===== src/rtl/serial_sub.sv =====
// Bit-serial subtractor computing a - b - bin one bit per clock, LSB first,
// with a start/busy/done handshake around a single full-subtractor cell.
module serial_sub #(
    parameter int WIDTH = 4
) (
    input  logic             clk,
    input  logic             rst_n,
    input  logic             start,
    input  logic [WIDTH-1:0] a,
    input  logic [WIDTH-1:0] b,
    input  logic             bin,
    output logic [WIDTH-1:0] diff,
    output logic             bout,
    output logic             busy,
    output logic             done
);

    localparam int CW = (WIDTH > 2) ? $clog2(WIDTH) : 1;
    localparam logic [CW-1:0] LAST = CW'(WIDTH - 1);

    typedef enum logic [1:0] {
        IDLE = 2'd0,
        RUN  = 2'd1,
        DONE = 2'd2
    } state_t;

    state_t           state_r;
    state_t           state_s;
    logic [WIDTH-1:0] a_r;
    logic [WIDTH-1:0] b_r;
    logic [WIDTH-1:0] res_r;
    logic             br_r;
    logic [CW-1:0]    cnt_r;
    logic             d_s;
    logic             br_s;
    logic             last_s;
    logic             load_s;

    function automatic logic fs_diff(input logic x, input logic y, input logic bi);
        return x ^ y ^ bi;
    endfunction

    function automatic logic fs_borrow(input logic x, input logic y, input logic bi);
        return (~x & y) | (~(x ^ y) & bi);
    endfunction

    // Full-subtractor on the current LSBs and next-state selection.
    always_comb begin
        d_s     = fs_diff(a_r[0], b_r[0], br_r);
        br_s    = fs_borrow(a_r[0], b_r[0], br_r);
        last_s  = (cnt_r == LAST);
        state_s = state_r;
        load_s  = 1'b0;
        case (state_r)
            IDLE, DONE: begin
                if (start) begin
                    state_s = RUN;
                    load_s  = 1'b1;
                end else begin
                    state_s = IDLE;
                end
            end
            RUN: begin
                if (last_s) begin
                    state_s = DONE;
                end else begin
                    state_s = RUN;
                end
            end
            default: begin
                state_s = IDLE;
            end
        endcase
    end

    // State, handshake flags and serial datapath; results commit only on the final bit.
    always_ff @(posedge clk) begin
        if (!rst_n) begin
            state_r <= IDLE;
            busy    <= 1'b0;
            done    <= 1'b0;
            a_r     <= '0;
            b_r     <= '0;
            res_r   <= '0;
            br_r    <= 1'b0;
            cnt_r   <= '0;
            diff    <= '0;
            bout    <= 1'b0;
        end else begin
            state_r <= state_s;
            busy    <= (state_s == RUN);
            done    <= (state_s == DONE);
            if (load_s) begin
                a_r   <= a;
                b_r   <= b;
                br_r  <= bin;
                cnt_r <= '0;
                res_r <= '0;
            end else if (state_r == RUN) begin
                a_r   <= a_r >> 1;
                b_r   <= b_r >> 1;
                br_r  <= br_s;
                cnt_r <= cnt_r + CW'(1);
                res_r <= {d_s, res_r[WIDTH-1:1]};
                if (last_s) begin
                    diff <= {d_s, res_r[WIDTH-1:1]};
                    bout <= br_s;
                end
            end
        end
    end

endmodule


===== config.mk =====
export PLATFORM = sky130hd
export DESIGN_NAME = serial_sub
export DESIGN_NICKNAME = d
export VERILOG_FILES = /design/src/rtl/serial_sub.sv
export SDC_FILE = /design/constraint.sdc
export NUM_CORES = 1
export LEC_CHECK = 0
export BUFFER_PORTS_ARGS = -buffer_cell sky130_fd_sc_hd__buf_4
export CORE_MARGIN = 3
export CORE_UTILIZATION = 50
export DETAILED_ROUTE_END_ITERATION = 6
export GPL_TIMING_DRIVEN = 0
export PLACE_DENSITY = 0.83
export RECOVER_POWER = 100
export SLEW_MARGIN = 20
export SYNTH_ARGS = -nofsm -noshare
export SYNTH_HDL_FRONTEND = slang
export SYNTH_SLANG_ARGS = --single-unit

===== constraint.sdc =====
create_clock -name clk -period 1.65 [get_ports clk]
set_input_delay 0.4125 -clock clk [delete_from_list [all_inputs] [get_ports clk]]
set_output_delay 0.4125 -clock clk [all_outputs]
set_load 0.02 [all_outputs]

==> results.md <==
- Syn_nets: between 100 and 150
- Final Power: 0.975 mW
- Non-filler cells, final: between 150 and 200
- Critical-path top delay cell: dfxtp_1
- Max-cap violation count: 0
- Critical Path Max Stage Delay: 410 ps
- Die Y-Extent: 48.4 um
- First-pass GRT wire length: 2990 um
- DRT Pass-1 Iters: 4
- DR iter-0 viols: 13
- Worst path cell trace: and2b_1 > clkbuf_1 > clkbuf_2 > nand3_1 > a21oi_1
- Register area share after synthesis: between 50% and 60%
- Setup violations, final: 0
- YS warnings: 0
- DP HPWL: 1360 um
- Final min period: approximately 1500 ps
- Final #Nets: about 140
- Final Hold Fails: 0
- Synth Flop Type: dfxtp_1
- RSZ-0062 raised after global routing: false
- Dpl ws: 289 ps
- Core Rows: 14
- Layout area overhead: 17.2%
- DRC: 0
- CP top delay family: buffers and inverters
- Fin crit share: roughly nine tenths
- Critical Path Stages: 5
- Maximum vdd drop: 0.000686 V
- Post-DRT Antenna Nets: 0
- Reg2Reg Setup Slack: 190 ps
- H-tree levels: 1
- Post-synth EDFFs: 0
- Worst slew pin tran: ~470 ps
- Pwr/cell area: 928 nW/um^2
- Total clock sinks: 23
- Initial Util: 56.3%
- Num CTS Buffers: 3
- WS Path Type: reg -> reg
- Achievable Freq: 683 MHz
- Critical path endpoint: diff[1]
- R2r worst-path depth: 5
- Vias in the first global route: around 730
- Reg2reg start: state_r[0]
- Overall routing resource usage: around 16%
- Synthesized cell area: 897 sq um
- Post-DR vias/cell: 5.16
- Cts hold-fix bufs: 0
- Post-synth top area cell: dfxtp_1
- Worst hold path startpoint: b[3]
- Clock Skew: 8.09 ps
- Port-buffer cells: 18
- Netlist cell types: 23
- Gr ovfl total: 0
- Synth area leaders: dfxtp_1 (51%), nand2_1 (12%), a21oi_1 (7.3%)
- Die X-Extent: 48.4 um
- Gp weighted congestion: around 0.79
- Fin. max-slew vios: 0
- Post_cts resized: 0
- Worst path bufs/invs: 2
- Layout cells sized above 1: 13.3%
- CP required: 1890 ps
- WP data arrival: 1700 ps
- Core box area: 1590 sq um
- Initial antenna violation count: 0
- CP startpoint: state_r[0]
- Fin Setup TNS: 0 ps
- Mapped Cells: ~110
- CP max FO: 10
- Dpl cells: roughly 150
- Clock Tree Root: clkbuf_4
- Reg-to-Reg End: diff[1]
- Clk pin slew, worst setup/hold paths: 120 ps
- Hold crit path type: in -> reg
- Crit. End Element: flip-flop
- Clk_lat worst skew: 300 ps
- Relative slew slack: 68.8%
- Min Hold Slack: 342 ps
- Yosys top cell area share: 51.3%
- Synthesis-stage register bit count: 23
- Maximum clock path buffer count: 2
- Routed WL per cell: about 12 um
- Async set-reset flop share out of synthesis: 0%
- Pleak: 0.392 nW
- I/O pins: 19
- Via count: 785
- Mean Syn Cell Area: 8.46 sq um
- CP Launch Type: flip-flop
- TritonCTS clock tree: done
- Pin count of the biggest net entering global routing: 13
- Worst setup margin: roughly 190 ps
- DRT Wirelength: 1810 um
- Status: complete, no violations
- Area of the die: 2340 sq um
- Setup Buffers After CTS: 0
- Antenna cell count: 0
Yosys cell counts, types with 2 or more instances:
cell / count
inv_1: 3
nand3_1: 6
a31oi_1: 5
clkbuf_1: 2
nand2_1: 28
and2b_1: 2
buf_4: 2
dfxtp_1: 23
a21oi_1: 13
nor2_1: 5
o21ai_0: 5
state kept, by name, indices dropped and copies added, names as in the netlist, 2 cells and up:
| register | flops |
|---|---|
| a_r | 4 |
| b_r | 4 |
| diff | 4 |
| res_r | 3 |
| cnt_r | 2 |
| state_r | 2 |
worst min-delay path, stage by stage:
cell and delay [ps]:
buf_4 110, nand2_1 50, a21oi_1 50
cell type report:
cell class	instances	area, sq um
multi-input cells	74	387
flip-flops and latches	23	460
well taps	24	30.0
inverters	3	11.3
fillers	153	543
plain buffers	6	27.5
repair buffers	18	109
clock buffers	4	26.3
cells by family after synthesis:
logic type                 count (synthesis)  share of synthesized area [%]
AOI/OAI and AO/OA                         27                           17.2
xor gates and xnor gates                   1                          0.976
adders and majority gates                  2                           3.63
buffers and inverters                      9                           5.58
DFF                                       23                           51.3
and+or+nand+nor                           44                           21.3
worst min-delay path by stage:
stage / end / slack [ps] / cells past startpoint
after global routing: b_r[3] / 350 / 3
after CTS: b_r[3] / 340 / 3
final: b_r[3] / 340 / 3
after detailed placement: b_r[3] / 450 / 2
after global placement: res_r[1] / 440 / 2
after floorplan: a_r[3] / 430 / 2
metal layers:
metal	up-vias	global-route usage, %	share of wire (%)
met3	3	3.07	4.8
met2	18	26.6	50
met5	-	0	0
li1	401	-	-
met4	0	7.11	1.3
met1	363	20.1	44
through the flow:
| stage | cell area, sq um | utilization (%) |
|---|---|---|
| CTS | 1090 | 68.3 |
| global placement | 1060 | 66.6 |
| detailed placement | 1060 | 66.6 |
| finish | 1050 | 65.9 |
| floorplan | 897 | - |
| global route | 1050 | 65.9 |
cell usage in the layout, fill, tap and decap left out, types with 3 or more instances in the layout:
master,netlist,final
nand3_1,6,6
a21oi_1,13,13
o21ai_0,5,5
clkbuf_4,0,3
nor2_1,5,5
a31oi_1,5,5
nand2_1,28,28
buf_4,2,12
inv_1,3,3
dfxtp_1,23,23
clkbuf_1,2,12
report_power, final:
| group | internal (mW) | leakage [nW] | total (mW) | switching [mW] |
|---|---|---|---|---|
| clock | 0.0943 | 0.0150 | 0.249 | 0.154 |
| sequential | 0.580 | 0.188 | 0.595 | 0.0146 |
| combinational | 0.0569 | 0.189 | 0.132 | 0.0747 |
(Power assumes the default switching activity.)
